==> config.mk <==
export PLATFORM = sky130hd
export DESIGN_NAME = p_5_drv_flat
export DESIGN_NICKNAME = d
export VERILOG_FILES = /design/src/rtl/p_5_pkg.sv /design/src/rtl/p_5_drv_if.sv /design/src/rtl/p_5_chk.sv /design/src/rtl/p_5_drv.sv /design/src/flat_wrapper.sv
export SDC_FILE = /design/constraint.sdc
export NUM_CORES = 1
export LEC_CHECK = 0
export ABC_AREA = 1
export ABC_CLOCK_PERIOD_IN_PS = 1200
export BUFFER_PORTS_ARGS = -buffer_cell sky130_fd_sc_hd__buf_4
export CAP_MARGIN = 30
export CORE_MARGIN = 4
export CORE_UTILIZATION = 47
export CTS_CLUSTER_SIZE = 14
export DETAILED_ROUTE_END_ITERATION = 16
export PLACE_DENSITY = 0.8
export REMOVE_ABC_BUFFERS = 1
export SLEW_MARGIN = 20
export SYNTH_ARGS = -nofsm -noshare
export SYNTH_HDL_FRONTEND = slang
export SYNTH_SLANG_ARGS = --single-unit
==> constraint.sdc <==
create_clock -name CLK -period 1.2 [get_ports CLK]
set_input_delay 0.24 -clock CLK [delete_from_list [all_inputs] [get_ports CLK]]
set_output_delay 0.24 -clock CLK [all_outputs]
set_load 0.01 [all_outputs]
==> src/rtl/p_5_pkg.sv <==
// Shared definitions for the p_5 AND/OR cell and its stimulus driver.
package p_5_pkg;

    // Driver sequencer states.
    typedef enum logic [1:0] {
        ST_IDLE  = 2'd0,
        ST_DRIVE = 2'd1,
        ST_DRAIN = 2'd2,
        ST_DONE  = 2'd3
    } state_t;

    // Reference behaviour of the p_5 cell: OR when c is set, AND otherwise.
    function automatic logic p5_ref(input logic a, input logic b, input logic c);
        return c ? (a | b) : (a & b);
    endfunction

endpackage

==> src/rtl/p_5_drv_if.sv <==
// Operand/result bus between the driver (master) and the p_5 cell (slave).
interface p_5_drv_if;
    logic A;
    logic B;
    logic C;
    logic CE;
    logic Q;

    modport master (output A, output B, output C, output CE, input Q);
    modport slave  (input A, input B, input C, input CE, output Q);
endinterface

==> src/rtl/p_5_chk.sv <==
// Result checker: remembers what was issued last cycle and compares it
// against the registered Q coming back from the cell.
module p_5_chk
    import p_5_pkg::*;
#(
    parameter int CNT_W = 4
) (
    input  logic             clk,
    input  logic             rst_n,
    input  logic             clr,
    input  logic             ce,
    input  logic [2:0]       abc,
    input  logic             q,
    output logic [CNT_W-1:0] err_cnt,
    output logic [2:0]       last_fail
);

    logic       pend_v;
    logic       pend_exp;
    logic [2:0] pend_abc;

    // Capture the expectation of each issued vector; pend_v tracks CE exactly.
    always_ff @(posedge clk or negedge rst_n) begin
        if (!rst_n) begin
            pend_v   <= 1'b0;
            pend_exp <= 1'b0;
            pend_abc <= '0;
        end else begin
            pend_v <= ce;
            if (ce) begin
                pend_exp <= p5_ref(abc[2], abc[1], abc[0]);
                pend_abc <= abc;
            end
        end
    end

    // Compare the returned Q; saturating mismatch count and last failing code.
    always_ff @(posedge clk or negedge rst_n) begin
        if (!rst_n) begin
            err_cnt   <= '0;
            last_fail <= '0;
        end else if (clr) begin
            err_cnt   <= '0;
            last_fail <= '0;
        end else if (pend_v && (q != pend_exp)) begin
            if (err_cnt != '1) begin
                err_cnt <= err_cnt + 1'b1;
            end
            last_fail <= pend_abc;
        end
    end

endmodule

==> src/rtl/p_5_drv.sv <==
// Stimulus driver for the p_5 cell: walks {A,B,C} through NUM_VEC codes,
// drives CE per accepted vector and checks the returned Q in-system.
module p_5_drv
    import p_5_pkg::*;
#(
    parameter int NUM_VEC = 8,
    parameter int CNT_W   = 4
) (
    input  logic             CLK,
    input  logic             Clr_n,
    input  logic             Start,
    input  logic             Hold,
    p_5_drv_if.master        bus,
    output logic             Busy,
    output logic             Done,
    output logic [CNT_W-1:0] Err_cnt,
    output logic [2:0]       Last_fail
);

    localparam logic [2:0] LAST_IDX = 3'(NUM_VEC - 1);

    state_t     state;
    state_t     state_nxt;
    logic [2:0] idx;
    logic [2:0] abc;
    logic       ce;
    logic       start_acc;

    // State register.
    always_ff @(posedge CLK or negedge Clr_n) begin
        if (!Clr_n) begin
            state <= ST_IDLE;
        end else begin
            state <= state_nxt;
        end
    end

    // Next-state and CE decode; CE follows ~Hold combinationally in DRIVE.
    always_comb begin
        state_nxt = state;
        ce        = 1'b0;
        start_acc = 1'b0;
        case (state)
            ST_IDLE: begin
                if (Start) begin
                    start_acc = 1'b1;
                    state_nxt = ST_DRIVE;
                end
            end
            ST_DRIVE: begin
                ce = ~Hold;
                if (ce && (idx == LAST_IDX)) begin
                    state_nxt = ST_DRAIN;
                end
            end
            ST_DRAIN: state_nxt = ST_DONE;
            ST_DONE:  state_nxt = ST_IDLE;
            default:  state_nxt = ST_IDLE;
        endcase
    end

    // Vector index and registered operands; both hold while Hold is high.
    always_ff @(posedge CLK or negedge Clr_n) begin
        if (!Clr_n) begin
            idx <= '0;
            abc <= '0;
        end else if (start_acc) begin
            idx <= '0;
            abc <= '0;
        end else if (ce && (idx != LAST_IDX)) begin
            idx <= idx + 3'd1;
            abc <= idx + 3'd1;
        end
    end

    p_5_chk #(
        .CNT_W (CNT_W)
    ) u_chk (
        .clk       (CLK),
        .rst_n     (Clr_n),
        .clr       (start_acc),
        .ce        (ce),
        .abc       (abc),
        .q         (bus.Q),
        .err_cnt   (Err_cnt),
        .last_fail (Last_fail)
    );

    assign bus.A  = abc[2];
    assign bus.B  = abc[1];
    assign bus.C  = abc[0];
    assign bus.CE = ce;
    assign Busy   = (state == ST_DRIVE) || (state == ST_DRAIN);
    assign Done   = (state == ST_DONE);

endmodule

==> src/flat_wrapper.sv <==
// flat-port wrapper written by rule: the top's interface ports become plain ports
module p_5_drv_flat import p_5_pkg::*;
#(
    parameter int NUM_VEC = 8,
    parameter int CNT_W   = 4
)
  (CLK, Clr_n, Start, Hold, Busy, Done, Err_cnt, Last_fail, bus_A, bus_B, bus_C, bus_CE, bus_Q);
  p_5_drv_if bus_i ();
  input  logic CLK;
  input  logic Clr_n;
  input  logic Start;
  input  logic Hold;
  output logic Busy;
  output logic Done;
  output logic [CNT_W-1:0] Err_cnt;
  output logic [2:0] Last_fail;
  output wire logic [$bits(bus_i.A)-1:0] bus_A;
  output wire logic [$bits(bus_i.B)-1:0] bus_B;
  output wire logic [$bits(bus_i.C)-1:0] bus_C;
  output wire logic [$bits(bus_i.CE)-1:0] bus_CE;
  input wire logic [$bits(bus_i.Q)-1:0] bus_Q;
  assign bus_A = bus_i.A;
  assign bus_B = bus_i.B;
  assign bus_C = bus_i.C;
  assign bus_CE = bus_i.CE;
  assign bus_i.Q = bus_Q;
  p_5_drv #(.NUM_VEC(NUM_VEC), .CNT_W(CNT_W)) u_core (.CLK(CLK), .Clr_n(Clr_n), .Start(Start), .Hold(Hold), .bus(bus_i), .Busy(Busy), .Done(Done), .Err_cnt(Err_cnt), .Last_fail(Last_fail));
endmodule
Word-level counts from Yosys, hierarchy flattened:

Index checks and enable logic that the tools add are counted.

* bits in registers: 17
* bits in latches: 0
* memory bits (writable): 0
* memory bits (read-only): 0
* input port bits: 5
* logic and storage cells: 45
* memories: 0

* add/subtract/negate cells: 2
* $mul: 0
* div/mod/pow operators: 0
* order comparisons: 0
* eq/ne operators: 9
* shift-type cells: 0
* muxes and demuxes: 14
* bitwise logic cells: 3
* reduce and logical (&&, ||, !) cells: 10

Operators by type and width (number)
* 3-bit 2-to-1 mux: 4
* 4-bit 2-to-1 mux: 3
* 2-bit case mux with 4 select lines: 1
* 2-bit nonzero test: 3
* 4-bit by 1-bit adder with 4-bit output (second input constant): 1
* 2-bit == test (second input constant): 2
* 1-bit 2-to-1 mux: 4
* 2-bit 2-to-1 mux: 2
* 4-bit inequality test (second input constant): 1
* 2-bit AND reduction: 2
* 3-bit by 1-bit adder with 3-bit output (second input constant): 1
* 3-bit == test (second input constant): 1
* 1-bit logical AND: 3
* 3-bit inequality test (second input constant): 1
* 2-bit by 1-bit == test with 1-bit output (second input constant): 1
* 2-bit zero test: 1
* 2-bit by 1-bit inequality test with 1-bit output (second input constant): 1
* 2-bit inequality test (second input constant): 1
* 1-bit bitwise AND: 1
* 1-bit logical OR: 1
* 1-bit inequality test: 1
* 1-bit inverter: 1
* 1-bit OR: 1

Depth between registers and ports, before layout:

* depth after elaboration: 5
* mapped depth: 8

By module:

From an unflattened synthesis, not the netlist that was laid out.

* cells, all modules: 115
* area, all modules: 967.2 um2

Modules (own cells, without submodules)
* p_5_chk: instances 1, cells each 72, area an instance 605.6 um2, sequential area each 300.3 um2
* p_5_drv: instances 1, cells each 43, area an instance 361.6 um2, sequential area each 125.1 um2

Worst setup path after synthesis:

Ideal clock, no wire load.

* kind: reg2reg
* start: register u_core.idx[0]
* end: register u_core.state[0]
* library setup time: 0.077 ns
* arrival time: 1.170 ns
* data required time: 1.123 ns
* path slack: -0.046 ns
* cell stages (with the launch flop): 8
* cells stage by stage: dfrtp_1 > ha_1 > ha_1 > inv_2 > o21ai_1 > o21ai_1 > nand2_1 > o21ai_1

* word-level cells in the longest chain between the ends: 4

RTL lines
* start: declaration: line p_5_drv.sv:24 `logic [2:0] idx;`
* start signal: assignment: line p_5_drv.sv:71 `idx <= idx + 3'd1;`
* 3-bit == test: line p_5_drv.sv:52 `if (ce && (idx == LAST_IDX)) begin`
* 1-bit logical AND: line p_5_drv.sv:52
* 2-bit by 1-bit inequality test with 1-bit output (no line)
* 2-bit AND reduction (no line)
* end signal: assignment: line p_5_drv.sv:34 `state <= state_nxt;`
* end: declaration: line p_5_drv.sv:22 `state_t state;`

No other way between the ends.
A chain may end at the register's enable or synchronous reset.

Worst setup path after layout:

* start: register u_core.state[0]
* end: output port bus_CE

* word-level cells in the longest chain between the ends: 2

RTL lines
* 2-bit by 1-bit == test with 1-bit output: line p_5_drv.sv:43 `case (state)`
* 1-bit 2-to-1 mux: line p_5_drv.sv:43
* end: declaration: line flat_wrapper.sv:20 `output wire logic [$bits(bus_i.CE)-1:0] bus_CE;`

No other way between the ends.

==> results.txt <==
The number of antenna diodes in the final layout is 0. The largest fanout of any net on the critical path is 3. The static power due to leakage is 0.697 nW. The cell area after synthesis came out at 906 µm². The total wire length is 2280 µm.

By area, the combinational part of the netlist is dominated by simple AND/OR/NAND/NOR gates. The worst hold path belongs to the class input port to register. The final reports fail on negative setup slack. The count of endpoints failing setup in the final report is 16. The multiplexer fraction of the synthesized cell area came out at 0. A synthesized cell averages 8.71 µm². By area the synthesized netlist is led by sky130_fd_sc_hd__dfrtp_1, sky130_fd_sc_hd__ha_1, sky130_fd_sc_hd__o21ai_1. The number of global-route vias before repair is 896. The basic-gate share of the synthesized area counting and, or, nand and nor cells came out at 0.238.

The sum of net half-perimeters after detailed placement is 1470 µm. The via-per-instance ratio came out at 5.11. The number of antenna violations at the first check in global routing came to 0. The final layout contains 159 nets. The combinational share of power is 0.617. Setup repair after global routing could not meet its margin everywhere. The number of buffers between clock root and the deepest sink is 2. The total power divided by cell area is 2290 mW/mm². The clock share of power is 0.094.

The post-route DRC violation count came out at 0. The layout filler cell count is 120. The total global routing overflow is 0.

The xor/xnor share of the synthesized area is 0. The root buffer cell chosen for the clock tree is sky130_fd_sc_hd__clkbuf_4. The number of synthesized register bits is 17. The maximum level of the CTS H-tree came out at 1.

In the final layout, the share of cells above drive strength 1 is 0.469. The final antenna-violating net count came out at 0. The number of different library cells used by synthesis comes to 16. The overall die width came out at 51.9 µm. The pre-CTS setup slack is -0.152 ns. The initialized floorplan defines 15 standard-cell rows. The area fraction in compound gates after synthesis is 0.0994. The final-layout worst hold slack is 0.282 ns.

The detailed router finished its first iteration with 25 violations. The worst clock skew on the final layout is 0.00349 ns. The share of synthesized area in the top cell type comes to 0.470. The total number of vias came out at 869. For this design the total switching power over the nets is 0.00129 W. The synthesis-to-layout area growth came out at 54.4%. The maximum number of pins on one net before global-route repair came out at 18. The register share of total power came out at 0.289.

The worst supply voltage drop on vdd is 0.00178 V. STA classifies the critical path endpoint as an output port. Clock latency on the worst-skew pair, taken at its later pin, is 0.28 ns. The internal power of the cells totals 0.00192 W. The final worst slack came out at -0.226 ns.

The count of buffers inserted at the top-level ports came out at 17. The clock-pin slew of the registers on the worst-case setup and hold paths came out at 0.10 ns. In the global route stage, overall resource usage came out at 0.183. The average wire length per cell after detail routing came out at 13.4 µm.

Data on the critical path arrives at its endpoint at 1.19 ns. In the finished design, the share of the clock period the worst path needs comes to 1.19. At the end of routability-driven placement, the weighted congestion stood at 0.768. The run finished, with violations left. During synthesis, Yosys emitted a total of 0 warnings. Of all cell types, the one taking the most synthesized area is sky130_fd_sc_hd__dfrtp_1. The sequential fraction of the synthesis area came out at 0.470. In this run the tightest slew margin relative to its limit is 0.792. The worst setup path is launched from a register. TritonCTS built the clock tree. The die height is 51.9 µm.

The transition time at the pin with the least slew margin came out at 0.311 ns. The upper clock frequency limit is 701 MHz. The post-synthesis share of cell area spent on full adders, half adders and majority gates came out at 0.110. The max-slew violation total from the final report is 0. Of the total power, the share spent switching nets is 0.401.

The clock drives 17 sinks. The number of buffers created by CTS is 3. The effective utilization at floorplan is 0.508. The cell count after synthesis is 104. The class of the most critical setup path is register to output port. For this design the top-level I/O count stands at 18. The overall die area came out at 0.00269 mm². Max-cap violations in this run came to 0. The shortest clock period the worst path allows after layout is 1.43 ns. The global-route wire length before repair is 3730 µm.

The data required time of the critical path is 0.96 ns. The core box area came out at 0.00178 mm². The final number of hold-violating endpoints came out at 0. The first detailed-routing pass ran for 4 iterations.
state kept, by name, summed over array words and instances (netlist names):
register / cells
u_core.u_chk.pend_exp: 1
u_core.idx: 3
u_core.u_chk.pend_abc: 3
u_core.u_chk.pend_v: 1
u_core.u_chk.last_fail: 3
u_core.state: 2
u_core.u_chk.err_cnt: 4
power groups by stage:
stage | Combinational, W | Sequential (W) | Clock, W
floorplan | 0.000647 | 0.000982 | 0
global placement | 0.00134 | 0.000895 | 0
detailed placement | 0.00139 | 0.000905 | 0
CTS | 0.00177 | 0.000914 | 0.000309
global route | 0.00216 | 0.000947 | 0.000342
finish | 0.00198 | 0.000925 | 0.000300
critical path, cell delays in order, from the launching register on:
cell and delay (ns):
sky130_fd_sc_hd__dfrtp_1 0.41, sky130_fd_sc_hd__buf_6 0.14, sky130_fd_sc_hd__ha_4 0.15, sky130_fd_sc_hd__inv_2 0.06
sky130_fd_sc_hd__nor2_4 0.03, sky130_fd_sc_hd__buf_6 0.11
layout by cell type, fill, tap and decap left out, drive strengths merged:
cell type,Yosys,layout
dlygate4sd3,0,1
ha,8,8
clkinv,2,3
nor2,9,9
nand4,4,4
dfrtp,17,17
nand3,8,8
clkbuf,0,3
o21ai,17,17
nand2,21,21
a21oi,1,1
inv,16,16
buf,1,37
kinds of logic after synthesis:
| group | after synthesis |
|---|---|
| AOI/OAI and AO/OA | 18 |
| adders and majority gates | 8 |
| DFF | 17 |
| and+or+nand+nor | 42 |
| buffers and inverters | 19 |
final cells by class:
class | count | area [µm²] | area share
Multi-Input combinational cell | 68 | 500 | 0.358
Timing Repair Buffer | 38 | 340 | 0.243
Sequential cell | 17 | 428 | 0.306
Inverter | 18 | 71.3 | 0.0510
Tap cell | 25 | 31.3 | 0.0224
Clock inverter | 1 | 5.00 | 0.00358
Clock buffer | 3 | 22.5 | 0.0161
synth_stat cells (all sizes together):
| master | n |
|---|---|
| nand2 | 21 |
| dfrtp | 17 |
| o21ai | 17 |
| inv | 16 |
| nor2 | 9 |
| ha | 8 |
| nand3 | 8 |
| nand4 | 4 |
| clkinv | 2 |
| a21oi | 1 |
| buf | 1 |
stage by stage:
step | TNS (ns) | utilization | std cells | instance area, µm² | power [W]
6_report | -1.21 | 0.785 | 170 | 1400 | 0.00320
2_1_floorplan | -0.686 | - | 103 | 898 | 0.00163
4_1_cts | -1.23 | 0.749 | 168 | 1340 | 0.00300
3_3_place_gp | -0.571 | 0.644 | 157 | 1150 | 0.00223
5_1_grt | -2.54 | 0.785 | 170 | 1400 | 0.00344
3_5_place_dp | -1.38 | 0.644 | 157 | 1150 | 0.00230
layer usage:
| layer | track usage | share of wire | up-vias |
|---|---|---|---|
| met1 | 0.227 | 0.42 | 419 |
| met2 | 0.322 | 0.52 | 23 |
| met4 | 0.0655 | 0.020 | 0 |
| met5 | 0 | 0 | - |
| li1 | - | - | 421 |
| met3 | 0.0201 | 0.038 | 6 |
final timing paths:
check | to | slack, ns | cells past startpoint | from
worst max-delay path | bus_CE | -0.23 | 5 | u_core.state[0]$_DFFE_PN0P_
worst min-delay path | u_core.u_chk.pend_v$_DFF_PN0_ | 0.28 | 3 | Hold
worst max register to register | u_core.idx[0]$_DFFE_PN0P_ | -0.13 | 9 | u_core.state[0]$_DFFE_PN0P_
worst min register to register | u_core.u_chk.pend_abc[0]$_DFFE_PN0P_ | 0.51 | 2 | u_core.u_chk.pend_abc[0]$_DFFE_PN0P_
max in group asynchronous | u_core.u_chk.err_cnt[2]$_DFFE_PN0P_ | 0.65 | 2 | Clr_n
min in group asynchronous | u_core.u_chk.err_cnt[3]$_DFFE_PN0P_ | 0.35 | 2 | Clr_n
what timing repair did:
item                                    in CTS  in global routing
endpoints found under the hold margin       17                  0
gates resized for setup                     27                 11
hold buffers                                 1                  0
setup buffers                               10                  2
endpoints found under the setup margin      20                 25
pin swaps                                    6                  2
cloned                                       0                  0
No activity file was read; power rests on OpenSTA's default activity.
